### src/rtl/dither_pkg.sv
// Shared constants, pixel struct and loader state encoding for the dithering datapath.
package dither_pkg;

  localparam int IMAGEX   = 64;
  localparam int IMAGEY   = 64;
  localparam int RGB_SIZE = 8;
  localparam int NPIX     = IMAGEX * IMAGEY;
  localparam int ADDR_W   = $clog2(NPIX);

  typedef struct packed {
    logic [RGB_SIZE-1:0] r;
    logic [RGB_SIZE-1:0] g;
    logic [RGB_SIZE-1:0] b;
  } rgb_t;

  typedef enum logic {
    LOAD = 1'b0,
    FULL = 1'b1
  } ingest_state_e;

endpackage

### src/rtl/rgb_to_luma.sv
// Combinational luma: (77*r + 150*g + 29*b) >> 8 using a 16-bit intermediate.
module rgb_to_luma
  import dither_pkg::*;
(
  input  logic [RGB_SIZE-1:0] i_red,
  input  logic [RGB_SIZE-1:0] i_green,
  input  logic [RGB_SIZE-1:0] i_blue,
  output logic [RGB_SIZE-1:0] o_luma
);

  // Weights sum to 256, so the worst case 256*255 still fits in 16 bits.
  function automatic logic [RGB_SIZE-1:0] weighted_luma(
    input logic [RGB_SIZE-1:0] r,
    input logic [RGB_SIZE-1:0] g,
    input logic [RGB_SIZE-1:0] b
  );
    logic [15:0] sum;
    sum = 16'd77 * 16'(r) + 16'd150 * 16'(g) + 16'd29 * 16'(b);
    return sum[15:8];
  endfunction

  assign o_luma = weighted_luma(i_red, i_green, i_blue);

endmodule

### src/rtl/pixel_ingest_loader.sv
// Raster pixel ingest into the frame buffer write port, with frame handoff and in_last checking.
// Optional GRAYSCALE_EN: writes luma on all three channels instead of the raw RGB.
module pixel_ingest_loader
  import dither_pkg::*;
(
  input  logic                clk,
  input  logic                rst,
  input  logic                in_valid,
  output logic                in_ready,
  input  logic [RGB_SIZE-1:0] in_red,
  input  logic [RGB_SIZE-1:0] in_green,
  input  logic [RGB_SIZE-1:0] in_blue,
  input  logic                in_last,
  output logic                wr_en,
  output logic [ADDR_W-1:0]   wr_addr,
  output logic [RGB_SIZE-1:0] wr_red,
  output logic [RGB_SIZE-1:0] wr_green,
  output logic [RGB_SIZE-1:0] wr_blue,
  output logic                frame_ready,
  input  logic                frame_ack,
  output logic                frame_err,
  output logic [15:0]         frame_count
);

  ingest_state_e     r_state;
  ingest_state_e     w_state_nxt;
  logic [ADDR_W-1:0] r_pix_cnt;
  logic              r_wr_en;
  logic [ADDR_W-1:0] r_wr_addr;
  rgb_t              r_wr_pix;
  logic              r_frame_err;
  logic [15:0]       r_frame_count;

  logic              w_accept;
  logic              w_last_pix;
  rgb_t              w_pix;

  assign in_ready   = (r_state == LOAD);
  assign w_accept   = in_valid && in_ready;
  assign w_last_pix = (r_pix_cnt == ADDR_W'(NPIX - 1));

`ifdef GRAYSCALE_EN
  logic [RGB_SIZE-1:0] w_luma;

  rgb_to_luma u_rgb_to_luma (
    .i_red   (in_red),
    .i_green (in_green),
    .i_blue  (in_blue),
    .o_luma  (w_luma)
  );

  assign w_pix = '{r: w_luma, g: w_luma, b: w_luma};
`else
  assign w_pix = '{r: in_red, g: in_green, b: in_blue};
`endif

  always_comb begin
    w_state_nxt = r_state;
    case (r_state)
      LOAD:    if (w_accept && w_last_pix) w_state_nxt = FULL;
      FULL:    if (frame_ack)              w_state_nxt = LOAD;
      default: w_state_nxt = LOAD;
    endcase
  end

  always_ff @(posedge clk) begin
    if (rst) r_state <= LOAD;
    else     r_state <= w_state_nxt;
  end

  // Write stage: accepted beat appears on the write port one cycle later.
  always_ff @(posedge clk) begin
    if (rst) begin
      r_pix_cnt     <= '0;
      r_wr_en       <= 1'b0;
      r_wr_addr     <= '0;
      r_wr_pix      <= '0;
      r_frame_err   <= 1'b0;
      r_frame_count <= '0;
    end else begin
      r_wr_en     <= w_accept;
      r_frame_err <= w_accept && (in_last != w_last_pix);
      if (w_accept) begin
        r_wr_addr <= r_pix_cnt;
        r_wr_pix  <= w_pix;
        // An early in_last drops the partial frame; the next beat restarts at 0.
        if (w_last_pix || in_last) r_pix_cnt <= '0;
        else                       r_pix_cnt <= r_pix_cnt + 1'b1;
        if (w_last_pix) r_frame_count <= r_frame_count + 16'd1;
      end
    end
  end

  assign wr_en       = r_wr_en;
  assign wr_addr     = r_wr_addr;
  assign wr_red      = r_wr_pix.r;
  assign wr_green    = r_wr_pix.g;
  assign wr_blue     = r_wr_pix.b;
  assign frame_err   = r_frame_err;
  assign frame_count = r_frame_count;
  assign frame_ready = (r_state == FULL);

endmodule
### config.mk
export PLATFORM = sky130hd
export DESIGN_NAME = pixel_ingest_loader
export DESIGN_NICKNAME = d
export VERILOG_FILES = /design/src/rtl/dither_pkg.sv /design/src/rtl/rgb_to_luma.sv /design/src/rtl/pixel_ingest_loader.sv
export SDC_FILE = /design/constraint.sdc
export NUM_CORES = 1
export LEC_CHECK = 0
export ABC_AREA = 1
export CAP_MARGIN = 20
export CORE_UTILIZATION = 40
export DETAILED_ROUTE_END_ITERATION = 8
export PLACE_DENSITY = 0.76
export SYNTH_ARGS = -nofsm -noshare
export SYNTH_HDL_FRONTEND = slang
export SYNTH_SLANG_ARGS = --single-unit
### constraint.sdc
create_clock -name clk -period 1.99 [get_ports clk]
set_input_delay 0.199 -clock clk [delete_from_list [all_inputs] [get_ports clk]]
set_output_delay 0.199 -clock clk [all_outputs]
set_load 0.02 [all_outputs]
## Word-level counts from Yosys, hierarchy flattened

Index checks and enable logic that the tools add are counted.

| cells by class | value |
|---|---|
| $add $sub $neg | 2 |
| equality and inequality tests | 2 |
| muxes and demuxes | 4 |
| bitwise gates (word level) | 1 |
| reduce and logical (&&, ||, !) cells | 5 |

Operators by type and width:

| kind | count |
|---|---|
| adder 16 x 1 -> 16 bit (second input constant) | 1 |
| adder 12 x 1 -> 12 bit (second input constant) | 1 |
| equality test 12 bit (second input constant) | 1 |
| 2-to-1 mux 12 bit | 1 |
| logical AND 1 bit | 3 |
| 2-to-1 mux 1 bit | 2 |
| one-hot mux 1 bit (2 select lines) | 1 |
| AND reduction 2 bit | 1 |
| logical OR 1 bit | 1 |
| != test 1 bit | 1 |
| inverter 1 bit | 1 |

| word-level totals | value |
|---|---|
| bits in registers | 67 |
| input port bits | 29 |

## Longest topological paths before layout

Gate-level depths: netlist (run 1).

| depth | value |
|---|---|
| word-level depth | 5 |
| mapped depth | 10 |
| gate-level depth less buffers | 10 |

## Least setup slack after synthesis (run 1)

No wires, ideal clock.

| path | value |
|---|---|
| kind | reg-to-reg |
| start point | reg r_frame_count[0] (netlist: frame_count[0]) |
| end point | reg r_frame_count[14] (netlist: frame_count[14]) |
| data arrival time | 1.489 ns |
| setup slack | 0.386 ns |
| stages on the path, launching flop included | 9 |
| period minus slack after synthesis | 1.604 ns |
| cells stage by stage | dfxtp_1 > ha_1 > nand2_1 > nor2_1 > nand2_1 > nor3_1 > nand3_1 > nand2_1 > nor2_1 |

| between the ends | value |
|---|---|
| longest elaborated chain between the ends | 1 |

Ends and longest elaborated chain:

| element | RTL line | text |
|---|---|---|
| start, declared | pixel_ingest_loader.sv:32 | `logic [15:0] r_frame_count;` |
| start signal, assigned | pixel_ingest_loader.sv:89 | `if (w_last_pix) r_frame_count <= r_frame_count + 16'd1;` |
| adder 16 x 1 -> 16 bit | pixel_ingest_loader.sv:89 |  |

Every way passes these cells.
A chain may end at the register's enable or synchronous reset.

## Worst setup path in the final report (run 1)

| path | value |
|---|---|
| start point | reg r_pix_cnt[9] |
| end point | reg r_pix_cnt[10] |

| between the ends | value |
|---|---|
| longest elaborated chain between the ends | 3 |
| elaborated cells between the ends (all ways) | 4 |
| those cells by class | 1 x add/sub; 1 x eq/ne; 1 x mux; 1 x reduce/logical |

Ends and longest elaborated chain:

| element | RTL line | text |
|---|---|---|
| start, declared | pixel_ingest_loader.sv:27 | `logic [ADDR_W-1:0] r_pix_cnt;` |
| start signal, assigned | pixel_ingest_loader.sv:88 | `else r_pix_cnt <= r_pix_cnt + 1'b1;` |
| parallel branches: the longest is 2 deep, another holds adder 12 x 1 -> 12 bit | -- |  |
| 2-to-1 mux 12 bit * | pixel_ingest_loader.sv:87 | `if (w_last_pix \|\| in_last) r_pix_cnt <= '0;` |

Every way passes the cells marked *.

==> impl_metrics.json, run 1 <==
{
  "syn_nets": 412,
  "antenna_found_initial": 0,
  "dp_hpwl_mm": 4.798,
  "p_per_area_nw_per_um2": 792.8,
  "synth_ff_type": "dfxtp_1",
  "endpoint_kind": "flip-flop",
  "initial_core_util_pct": 42.47,
  "clock_latency_ns": 0.34,
  "die_area_sq_um": 7272,
  "gp_congestion": 0.7964,
  "wl_met2_mm": 3.221,
  "drt-pass1-iter-count": 4,
  "path_class": "reg2reg",
  "yosysMostFrequentCell": "nor2_1",
  "grt_max_degree": 34,
  "clk_pin_slew_worst_paths_ns": 0.07,
  "ff2ff_setup_slack_ns": 0.20,
  "fin_ws_ns": 0.2008,
  "root_buffer": "clkbuf_8",
  "tightest_slew_ns": 0.3928,
  "cpMostUsedCell": "inv_1",
  "clock-sinks": 67,
  "ys_seq_elements": 67,
  "pre_cts_ws_ns": 0.1328,
  "skew_ns": 0.009130,
  "final_area_sq_um": 3935,
  "synth_area_per_cell_sq_um": 7.319,
  "r2r-end": "r_pix_cnt[10]",
  "yosys.area.top_type": "dfxtp_1",
  "numCtsBuffers": 9,
  "die_width_um": 85.28,
  "maxSlewHeadroom_pct": 73.54,
  "fmax_mhz": 558.9,
  "grtUsageTotal_pct": 19.10,
  "total_power_mw": 3.120,
  "total_leakage_power_nw": 1.546,
  "route.vias.total": 2724,
  "io_buffers": 84,
  "arrival_ns": 2.02,
  "hold-path-cell-count": 2,
  "placementRows": 29,
  "fp.dieH_um": 85.28,
  "synth_cells": 379,
  "synth_area_sq_um": 2774,
  "antenna_left": 0,
  "synth_top_cells_by_area": "dfxtp_1 48%, nor2_1 12%, nand2_1 7.7%",
  "syn_to_final_growth_pct": 41.86,
  "startpoint": "r_pix_cnt[9]",
  "finalCritPeriodShare_pct": 89.91,
  "cp_top_family": "compound AO/OA/AOI/OAI gates",
  "crit_chain": "nand2_1 -> inv_1 -> nand3_2 -> inv_1 -> nand4_1 -> ha_1 -> o21ai_0 -> o21bai_1 -> nor2_1",
  "startpoint_type": "flip-flop",
  "drive_above_1_share_pct": 7.431,
  "async_flop_share_pct": 0,
  "met1_length_mm": 3.009,
  "cpPeakStageDelay_ns": 0.37,
  "hp-start": "wr_addr[1]",
  "cts_tree": "done",
  "path_buf_inv": 2,
  "worstReg2RegStart": "r_pix_cnt[9]",
  "min_path_type": "reg2reg",
  "synth_warnings": 0,
  "ys_top_cells_by_count": "90 x nor2_1, 67 x dfxtp_1, 57 x nand2_1",
  "hold_end": "wr_addr[1]",
  "reg2regPathDepth": 9,
  "drc": 0,
  "wl_per_cell_um": 12.22,
  "top_layer_used": "met4",
  "wl_met3_um": 301,
  "vias_per_cell": 4.971,
  "drt_first_iter_violations": 142,
  "hold_violations": 0,
  "fin_crit_ns": 1.789,
  "yosysSeqAreaShare_pct": 48.35,
  "grt_pass1_vias": 2490,
  "synth-edff-count": 0,
  "grt_overflow": 0,
  "finalSetupTns_ns": 0,
  "grt_pass1_wl_mm": 10.85,
  "crit_fanout": 4,
  "yosysUniqueCellTypes": 26,
  "htree_num_levels": 3,
  "rsz0062_at_grt": "no",
  "final_nets": 499,
  "diodes": 0,
  "finalMaxSlewViolations": 0,
  "core_sq_um": 6531,
  "cts_max_path_buffers": 2,
  "critPathRequiredTime_ns": 2.22,
  "setup_viol": 0,
  "maxCapViolCount": 0,
  "wirelength_mm": 6.699,
  "synth_top_area_share_pct": 48.35,
  "critical-path-slowest-cell": "dfxtp_1",
  "dpl_cell_area_sq_um": 3692,
  "ir_drop_uv": 400.9,
  "boundaryPins": 85,
  "outcome": "finished, final reports clean"
}
## cell families (layout without fill, tap and decap cells)
kind of cell,count (synthesis),after routing,share of synthesized area [%]
simple gates,184,184,28.33
compound gates,77,77,14.39
flops,67,67,48.35
buf+inv,46,138,6.811
fa+ha+maj,4,4,1.804
xor+xnor,1,1,0.3158
## layout by cell type, fill, tap and decap left out, types with 2 or more instances in the layout
| master | synthesis | routed |
|---|---|---|
| nor3_1 | 2 | 2 |
| buf_4 | 0 | 7 |
| bufinv_16 | 0 | 3 |
| clkbuf_1 | 12 | 2 |
| ha_1 | 4 | 4 |
| a21oi_1 | 32 | 32 |
| o21ai_0 | 40 | 39 |
| nor2_2 | 2 | 2 |
| dfxtp_1 | 67 | 67 |
| clkdlybuf4s50_1 | 0 | 84 |
| nand3_2 | 3 | 3 |
| nand3_1 | 22 | 22 |
| nand4_1 | 3 | 3 |
| nor2_1 | 90 | 90 |
| a211oi_1 | 2 | 2 |
| o21bai_1 | 2 | 2 |
| nand2_1 | 57 | 57 |
| inv_1 | 28 | 27 |
| inv_2 | 2 | 3 |
| clkbuf_8 | 0 | 10 |
## final cells by class
cell class	instances	area, sq um
Multi-Input combinational cell	266	1244
Inverter	31	117.6
Timing Repair Buffer	91	893.4
Tap cell	77	96.34
Clock inverter	4	97.59
Fill cell	593	2596
Sequential cell	67	1341
Clock buffer	12	145.1
## metrics by stage
| stage | cells | hold slack [ns] | utilization [%] |
|---|---|---|---|
| after floorplan | 379 | 0.2831 | - |
| after global placement | 532 | 0.4468 | 56.53 |
| after detailed placement | 532 | 0.4527 | 56.53 |
| after CTS | 548 | 0.4614 | 60.25 |
| after global routing | 548 | 0.4883 | 60.25 |
| final | 548 | 0.4608 | 60.25 |
## metal layers
| layer | GRT usage (%) | vias to the layer above |
|---|---|---|
| li1 | - | 1400 |
| met1 | 23.24 | 1241 |
| met5 | 0 | - |
| met4 | 9.697 | 0 |
| met3 | 4.183 | 14 |
| met2 | 31.89 | 69 |
## worst max path at each step
stage                           end  slack (ns)  depth (start not counted)
finish                r_pix_cnt[10]        0.20                          9
floorplan           frame_count[14]        0.39                          8
global route          r_pix_cnt[10]        0.06                          9
CTS                    r_pix_cnt[3]        0.12                          9
detailed placement     r_pix_cnt[3]        0.13                          9
global placement       r_pix_cnt[4]        0.20                         10
## worst register-to-register path, delay by kind of cell (launching register included)
family                     cells  cell delay [ns]
AOI/OAI and AO/OA              2             0.52
DFF                            1             0.37
and+or+nand+nor                4             0.37
buffers and inverters          2             0.23
adders and majority gates      1             0.20
## report_power, final
| group | total (mW) | internal (mW) | switching [mW] |
|---|---|---|---|
| clock | 1.37 | 0.868 | 0.502 |
| sequential | 1.41 | 1.39 | 0.0235 |
| combinational | 0.337 | 0.166 | 0.170 |
## flip-flops by register name, indices dropped and copies added, names as in the netlist
signal	count
frame_count	16
frame_err	1
frame_ready	1
r_pix_cnt	12
wr_addr	12
wr_blue	8
wr_en	1
wr_green	8
wr_red	8
## timing repair
action / 4_1_cts / 5_1_grt
hold buffers: 0 / 0
endpoints found under the setup margin: 0 / 8
buffers inserted: 0 / 0
resized for setup: 0 / 2
Power figures use the tool's default switching activity.
==> run 2: changes to the inputs <==
--- a/config.mk
+++ b/config.mk
@@ -7,9 +7,12 @@
 export LEC_CHECK = 0
 export ABC_AREA = 1
 export CAP_MARGIN = 20
+export CORE_ASPECT_RATIO = 1.1
 export CORE_UTILIZATION = 40
 export DETAILED_ROUTE_END_ITERATION = 8
+export GPL_ROUTABILITY_DRIVEN = 0
 export PLACE_DENSITY = 0.76
+export SLEW_MARGIN = 5
 export SYNTH_ARGS = -nofsm -noshare
 export SYNTH_HDL_FRONTEND = slang
 export SYNTH_SLANG_ARGS = --single-unit
==> run 2 against run 1 <==
Setup slack improved by 0.049 ns. Sequential power about the same. First-iteration DRC count decreased by 11%. Cell area decreased by 1.4%. Die area about the same. Total power decreased by 11%. Highest routed layer unchanged.
==> impl_metrics.json, run 2 (synthesis gave the netlist of run 1 again) <==
{
  "numCtsBuffers": 9,
  "clock_latency_ns": 0.33,
  "fin_crit_ns": 1.740,
  "wirelength_mm": 6.470,
  "vias_per_cell": 4.891,
  "final_area_sq_um": 3880,
  "grt_pass1_wl_mm": 10.44,
  "die_area_sq_um": 7272,
  "total_leakage_power_nw": 1.519,
  "grt_pass1_vias": 2389,
  "wl_per_cell_um": 11.74,
  "fmax_mhz": 574.8,
  "drive_above_1_share_pct": 7.463,
  "grt_max_degree": 28,
  "dp_hpwl_mm": 4.756,
  "setup_viol": 0,
  "hold_violations": 0,
  "crit_fanout": 8,
  "hp-start": "wr_addr[3]",
  "boundaryPins": 85,
  "min_path_type": "reg2reg",
  "tightest_slew_ns": 0.2847,
  "finalCritPeriodShare_pct": 87.43,
  "cts_tree": "done",
  "grt_overflow": 0,
  "maxCapViolCount": 0,
  "arrival_ns": 1.95,
  "placementRows": 31,
  "drt-pass1-iter-count": 4,
  "p_per_area_nw_per_um2": 714.8,
  "rsz0062_at_grt": "no",
  "route.vias.total": 2695,
  "initial_core_util_pct": 41.82,
  "skew_ns": 0.007523,
  "grtUsageTotal_pct": 18.73,
  "root_buffer": "clkbuf_8",
  "startpoint": "r_pix_cnt[0]",
  "io_buffers": 84,
  "dpl_cell_area_sq_um": 3706,
  "htree_num_levels": 3,
  "outcome": "finished, final reports clean",
  "mostFrequentLayoutCells": "90 x nor2_1, 84 x clkdlybuf4s50_1, 67 x dfxtp_1, 57 x nand2_1, 38 x o21ai_0",
  "clock-sinks": 67,
  "finalMaxSlewViolations": 0,
  "path_class": "reg2reg",
  "diodes": 0,
  "fin_util_pct": 58.50,
  "fin_hold_ws_ns": 0.4802,
  "syn_to_final_growth_pct": 39.87,
  "core_sq_um": 6633,
  "finalSetupTns_ns": 0,
  "ir_drop_uv": 495.0,
  "die_width_um": 81.40,
  "cts_max_path_buffers": 2,
  "startpoint_type": "flip-flop",
  "clk_pin_slew_worst_paths_ns": 0.07,
  "antenna_left": 0,
  "antenna_found_initial": 0,
  "fp.dieH_um": 89.34,
  "fin_cells": 551,
  "maxSlewHeadroom_pct": 80.99,
  "worstReg2RegStart": "r_pix_cnt[0]",
  "endpoint_kind": "flip-flop",
  "drc": 0,
  "dp_cells": 538,
  "critPathRequiredTime_ns": 2.20,
  "final_common_cell": "nor2_1",
  "nFillCells": 595,
  "drt_first_iter_violations": 127,
  "final_nets": 500,
  "largest_reg_flops": 16
}
## run 2: critical path: stages (launching register included)
cell and delay [ns]:
dfxtp_1 0.37, ha_1 0.19, nand2_1 0.08, inv_1 0.12, nand4_1 0.15, ha_1 0.26, o21ai_2 0.18, inv_2 0.10
o21ai_0 0.10, a21oi_1 0.07
## run 2: cell type report
cell class / instances / area [sq um] / share of cell area, %
inverter: 31 / 117.6 / 3.031
timing repair buffer: 92 / 900.9 / 23.22
clock inverter: 3 / 42.54 / 1.096
tap: 82 / 102.6 / 2.644
multi-input combinational: 266 / 1247 / 32.15
sequential: 67 / 1341 / 34.57
clock buffer: 10 / 127.6 / 3.289
## run 2: layer usage
metal | global-route usage (%) | wire length [um]
met2 | 31.89 | 3191
met3 | 5.000 | 323
met5 | 0 | 0
met4 | 6.494 | 57
met1 | 22.65 | 2897
## run 2: what timing repair did
item                       CTS  global route
hold buffers                 0             0
setup endpoints to repair    0             9
buffers inserted             0             0
gates resized for setup      0             4
## run 2: where the power goes
group,leakage (nW),total [mW],switching [mW],internal [mW]
clock network,0.0841,1.02,0.466,0.556
logic,0.886,0.338,0.170,0.168
registers,0.548,1.41,0.0236,1.39
## run 2: path summary, 6_finish.rpt
kind	to	slack, ns	cells after the start
max	r_pix_cnt[4]	0.25	9
min	wr_addr[3]	0.48	2
max reg2reg	r_pix_cnt[4]	0.25	9
min reg2reg	wr_addr[3]	0.48	2
## run 2: through the flow
step	worst slack, ns	power, mW
detailed placement	0.07670	1.782
finish	0.2502	2.773
CTS	0.05119	2.799
global placement	0.2020	1.777
global route	0.01737	2.897
floorplan	0.3858	1.601
==> run 3: changes to the inputs <==
--- a/config.mk
+++ b/config.mk
@@ -15,4 +15,5 @@
 export SLEW_MARGIN = 5
 export SYNTH_ARGS = -nofsm -noshare
 export SYNTH_HDL_FRONTEND = slang
+export SYNTH_HIERARCHICAL = 1
 export SYNTH_SLANG_ARGS = --single-unit
==> results of run 3 <==
No change in the layout: final DEF, timing and power equal those of run 2.
Among the figures that moved: Yosys warning count 0 -> 6
